**src/rtl/golden_nonce_arbiter.sv**
```systemverilog
// Golden-nonce collector: per-core holding slots, round-robin arbiter into a
// first-word-fall-through FIFO that drains to the serial TX path.
module golden_nonce_arbiter #(
    parameter int unsigned NUM_CORES  = 4,
    parameter int unsigned FIFO_DEPTH = 8,
    parameter int unsigned CORE_W     = 2
) (
    input  logic                    hash_clk,
    input  logic                    reset_n,
    input  logic [NUM_CORES-1:0]    core_match,
    input  logic [32*NUM_CORES-1:0] core_nonce,
    input  logic                    work_load,
    input  logic                    tx_ready,
    output logic                    tx_valid,
    output logic [31:0]             tx_nonce,
    output logic [CORE_W-1:0]       tx_core,
    output logic                    fifo_full,
    output logic [7:0]              drop_count
);

    localparam int unsigned PTR_W   = (FIFO_DEPTH > 1) ? $clog2(FIFO_DEPTH) : 1;
    localparam int unsigned ENTRY_W = CORE_W + 32;
    localparam logic [PTR_W:0]      FULL_CNT  = (PTR_W+1)'(FIFO_DEPTH);
    localparam logic [CORE_W-1:0]   LAST_CORE = CORE_W'(NUM_CORES - 1);

    logic [NUM_CORES-1:0] slot_valid;
    logic [31:0]          slot_nonce [NUM_CORES];
    logic [CORE_W-1:0]    rr_ptr;

    logic [ENTRY_W-1:0]   fifo_mem [FIFO_DEPTH];
    logic [PTR_W-1:0]     wr_ptr;
    logic [PTR_W-1:0]     rd_ptr;
    logic [PTR_W:0]       fifo_count;
    logic [ENTRY_W-1:0]   head;

    logic                 grant_any;
    logic                 grant;
    logic [CORE_W-1:0]    grant_idx;
    logic                 pop;
    logic                 fifo_space;
    logic [NUM_CORES-1:0] slot_load;
    logic [NUM_CORES-1:0] slot_clear;
    logic [NUM_CORES-1:0] slot_drop;
    logic [3:0]           drop_inc;
    logic [8:0]           drop_sum;

    assign tx_valid   = (fifo_count != '0);
    assign fifo_full  = (fifo_count == FULL_CNT);
    assign head       = fifo_mem[rd_ptr];
    assign tx_nonce   = tx_valid ? head[31:0] : '0;
    assign tx_core    = tx_valid ? head[ENTRY_W-1:32] : '0;
    assign pop        = tx_valid & tx_ready;
    // A pop in the same cycle frees the entry a grant needs, so full is not a stall then.
    assign fifo_space = !fifo_full || pop;
    assign grant      = grant_any && fifo_space;

    // Round-robin pick: first occupied slot at or after rr_ptr, wrapping.
    always_comb begin
        int unsigned cand;
        grant_any = 1'b0;
        grant_idx = '0;
        cand      = 0;
        for (int unsigned k = 0; k < NUM_CORES; k++) begin
            cand = (32'(rr_ptr) + k) % NUM_CORES;
            if (!grant_any && slot_valid[CORE_W'(cand)]) begin
                grant_any = 1'b1;
                grant_idx = CORE_W'(cand);
            end
        end
    end

    // Per-slot capture/clear/drop decisions; a granted slot may reload in the same cycle.
    always_comb begin
        logic granted;
        slot_load  = '0;
        slot_clear = '0;
        slot_drop  = '0;
        drop_inc   = '0;
        granted    = 1'b0;
        for (int unsigned i = 0; i < NUM_CORES; i++) begin
            granted       = grant && (grant_idx == CORE_W'(i));
            slot_clear[i] = granted;
            slot_load[i]  = core_match[i] && (!slot_valid[i] || granted);
            slot_drop[i]  = core_match[i] && slot_valid[i] && !granted;
            drop_inc      = drop_inc + 4'(slot_drop[i]);
        end
        drop_sum = 9'(drop_count) + 9'(drop_inc);
    end

    // Control state: reset, flush, then normal slot/arbiter/FIFO bookkeeping.
    always_ff @(posedge hash_clk) begin
        if (!reset_n) begin
            slot_valid <= '0;
            rr_ptr     <= '0;
            wr_ptr     <= '0;
            rd_ptr     <= '0;
            fifo_count <= '0;
            drop_count <= '0;
        end else if (work_load) begin
            slot_valid <= '0;
            rr_ptr     <= '0;
            wr_ptr     <= '0;
            rd_ptr     <= '0;
            fifo_count <= '0;
        end else begin
            slot_valid <= (slot_valid & ~slot_clear) | slot_load;
            if (grant) begin
                rr_ptr <= (grant_idx == LAST_CORE) ? '0 : grant_idx + 1'b1;
                wr_ptr <= wr_ptr + 1'b1;
            end
            if (pop) begin
                rd_ptr <= rd_ptr + 1'b1;
            end
            if (grant && !pop) begin
                fifo_count <= fifo_count + 1'b1;
            end else if (!grant && pop) begin
                fifo_count <= fifo_count - 1'b1;
            end
            drop_count <= (drop_sum > 9'd255) ? 8'hFF : drop_sum[7:0];
        end
    end

    // Data storage: slot nonces and FIFO entries; validity is tracked by the control state.
    always_ff @(posedge hash_clk) begin
        for (int unsigned i = 0; i < NUM_CORES; i++) begin
            if (slot_load[i]) begin
                slot_nonce[i] <= core_nonce[32*i +: 32];
            end
        end
        if (grant) begin
            fifo_mem[wr_ptr] <= {grant_idx, slot_nonce[grant_idx]};
        end
    end

endmodule

```
**config.mk**
```make
export PLATFORM = sky130hd
export DESIGN_NAME = golden_nonce_arbiter
export DESIGN_NICKNAME = d
export VERILOG_FILES = /design/src/rtl/golden_nonce_arbiter.sv
export SDC_FILE = /design/constraint.sdc
export NUM_CORES = 1
export LEC_CHECK = 0
export CAP_MARGIN = 20
export CORE_MARGIN = 1
export CORE_UTILIZATION = 56
export DETAILED_ROUTE_END_ITERATION = 6
export HOLD_SLACK_MARGIN = 0.03
export PLACE_DENSITY = 0.88
export SYNTH_ARGS = -nofsm -noshare
export SYNTH_HDL_FRONTEND = slang
export SYNTH_SLANG_ARGS = --single-unit
```
**constraint.sdc**
```tcl
create_clock -name hash_clk -period 7.9 [get_ports hash_clk]
set_input_delay 2.37 -clock hash_clk [delete_from_list [all_inputs] [get_ports hash_clk]]
set_output_delay 2.37 -clock hash_clk [all_outputs]
set_load 0.02 [all_outputs]
```
==> results.ini <==
[synthesis]
synth_seq_area_share_pct=75.0
syn_area_um2=16700
synthTopCellsByArea=edfxtp_1 72%, mux4_2 9.2%, mux2i_1 7.8%
yosys_warnings=0
synthCells=844
ys_types=51
synth_edf_count=400
syn_area_per_cell_um2=19.8
yosysMostFrequentCell=edfxtp_1
yosys-top-cells-count=400 x edfxtp_1, 131 x mux2i_1, 68 x mux4_2
synth_area_leader_cell=edfxtp_1
synth-async-reset-ratio_pct=0
synthFlopType=edfxtp_1
synth_top_cell_area_share_pct=71.8
synth-seq-cells=427
synthesis.nets=992

[critical_path]
cp.arrival_ps=3560
critPathMaxStageDelay_ps=970
crit_chain=buf_4 -> mux4_2 -> mux2i_1 -> nor2_1 -> clkdlybuf4s50_1
cp_top_family=buffers and inverters
critPathRequiredTime_ps=5530
slowest_stage=dfxtp_4
criticalPathCategory=flop to output pin
end_kind=output pin
critical_path.max_fanout=47
cp-start-kind=flop
crit_buf_inv=2

[clock_tree]
max-clock-path-buffers=3
insertion_delay_ps=540
ctsHoldBuffers=0
cts_resized=0
post_cts_buffers=0
path_clk_slew_ps=60
cts_buffers=41
cts_root_buf=clkbuf_16
clock_sinks=427
cts_max_level=2
cts_tree=yes

[finish]
ff_latch_area_um2=12600
nets=1192
fin_area_um2=20300
fillers=1738
area_delta_synth_final_pct=21.1
fin_util_pct=69.8
drive_gt1_share_pct=15.6
multi_input_area_um2=3940

[floorplanning]
die_y_um=175
die_w_um=175
num_io_pins=180
initial_utilization_pct=57.7
rows=62
die_area_um2=30600
core_um2=29000

[timing]
final_hold_viol_count=0
max_freq_mhz=169
slew_headroom_pct=28.0
period_minus_slack_ps=5930
fin_crit_sh_pct=75.1
tightest_slew_ps=1080
slew_violations=0
finalSetupViolations=0
rsz0062_at_grt=false
setup_tns_ps=0
skew_ps=12.8

[routing]
drtAntennaViolNets=0
wirelength_um=35000
drtIter0Drc=711
wl_met2_um=17900
wl_met3_um=2150
via_count=8557
drt_first_pass_iters=7
via_per_inst=5.86
top_layer_used=met4
drcViolationCount=1
wl_met1_um=14000
wire_per_inst_um=24.0

[worst_hold_path]
hp-class=flop to flop

[outcome]
violations=design-rule violations
status=finished, violations left

[global_routing]
gr-total-overflow=0
antenna_found_initial=0
grt_pass1_vias=9096
grt_use_total_pct=23.7
grt_max_degree=59
grt_pass1_wl_um=53300

[placement]
placed_cell_area_um2=19000
hpwl_um=20700
place_congestion=0.770
port_buffers=179

[run]
drv_cap=0

[power_and_ir_drop]
power_density_nw_per_um2=260
leakage_nw=6.58
ir_drop_mv=0.201

==> worst paths after layout <==
kind                               from                          to  slack [ps]  cells after the start
max                                flop                tx_nonce[14]        1970                      5
min          drop_count[4]$_SDFFE_PN0N_  drop_count[4]$_SDFFE_PN0N_         520                      1
max reg2reg    slot_valid[2]$_SDFF_PP0_  drop_count[6]$_SDFFE_PN0N_        4000                     14
min reg2reg  drop_count[4]$_SDFFE_PN0N_  drop_count[4]$_SDFFE_PN0N_         520                      1
==> kinds of logic (layout without fill, tap and decap cells) <==
kind of cell	after synthesis	count (layout)	synth area share, %
multiplexers	199	199	17.0
buffers and inverters	55	287	1.83
AO/OA/AOI/OAI	39	39	1.58
flip-flops	427	427	75.0
adder cells (fa/ha/maj)	12	12	1.08
AND/OR/NAND/NOR	105	105	3.11
XOR/XNOR	7	7	0.367
other	0	1	0
==> worst reg2reg max path, cell delays in order, from the launching register on <==
cell	delay, ps
dfxtp_1	380
nor2b_1	280
o21bai_1	220
a211oi_4	110
buf_4	360
ha_1	340
a21boi_0	450
nand2_1	150
fa_1	440
inv_1	90
fa_1	200
nor2b_1	270
nand3_1	130
o31a_1	240
a21boi_0	110
==> cell usage in the layout (no fill, tap or decap), types with 3 or more instances in the layout <==
cell type        netlist  layout
a21oi_1               14      14
a31oi_1                4       4
and2_1                 4       4
buf_4                  4      17
bufinv_16              0       3
clkbuf_1              12      10
clkbuf_16              0      41
clkdlybuf4s50_1        0     179
clkinv_1               0       3
clkinv_2               0      13
dfxtp_1               27      24
edfxtp_1             400     400
fa_1                   4       4
ha_1                   8       8
inv_1                 14      14
mux2i_1              131     131
mux4_2                68      68
nand2_1               16      16
nand3_1                4       4
nor2_1                52      51
nor2b_1                5       3
nor4b_2                1       3
o21ai_0                8       8
xnor2_1                3       3
xor2_1                 4       4
==> routing by layer <==
layer	global-route usage [%]	vias to the layer above
met1	32.2	4338
li1	-	3768
met5	0	-
met2	39.6	388
met4	8.44	0
met3	3.35	63
==> flip-flops by register name, summed over array words and instances (netlist names), named ones only <==
register	count
fifo_count	4
rd_ptr	3
slot_valid	4
rr_ptr	2
fifo_mem	272
slot_nonce	128
wr_ptr	3
drop_count	8
==> through the flow <==
stage	hold slack [ps]	setup WS, ps	instances	power [W]
finish	517	1970	1461	0.00527
global route	552	1680	1460	0.00544
CTS	511	1860	1460	0.00530
detailed placement	503	2150	1385	0.00342
global placement	480	2280	1385	0.00339
floorplan	454	1060	844	0.00311
==> final cells by class <==
cell class / instances / area share, %
multi-input combinational: 362 / 19.4
tap: 384 / 2.37
timing repair buffer: 196 / 9.48
antenna: 1 / 0.0124
clock buffer: 52 / 5.32
sequential: 427 / 62.0
clock inverter: 23 / 1.06
inverter: 16 / 0.303
==> report_power, final <==
part	internal (W)	total, W	switching, W
sequential	0.00262	0.00267	0.0000473
clock	0.00107	0.00189	0.000816
combinational	0.000316	0.000708	0.000392
Note: power is estimated with default switching activity, not from simulation.
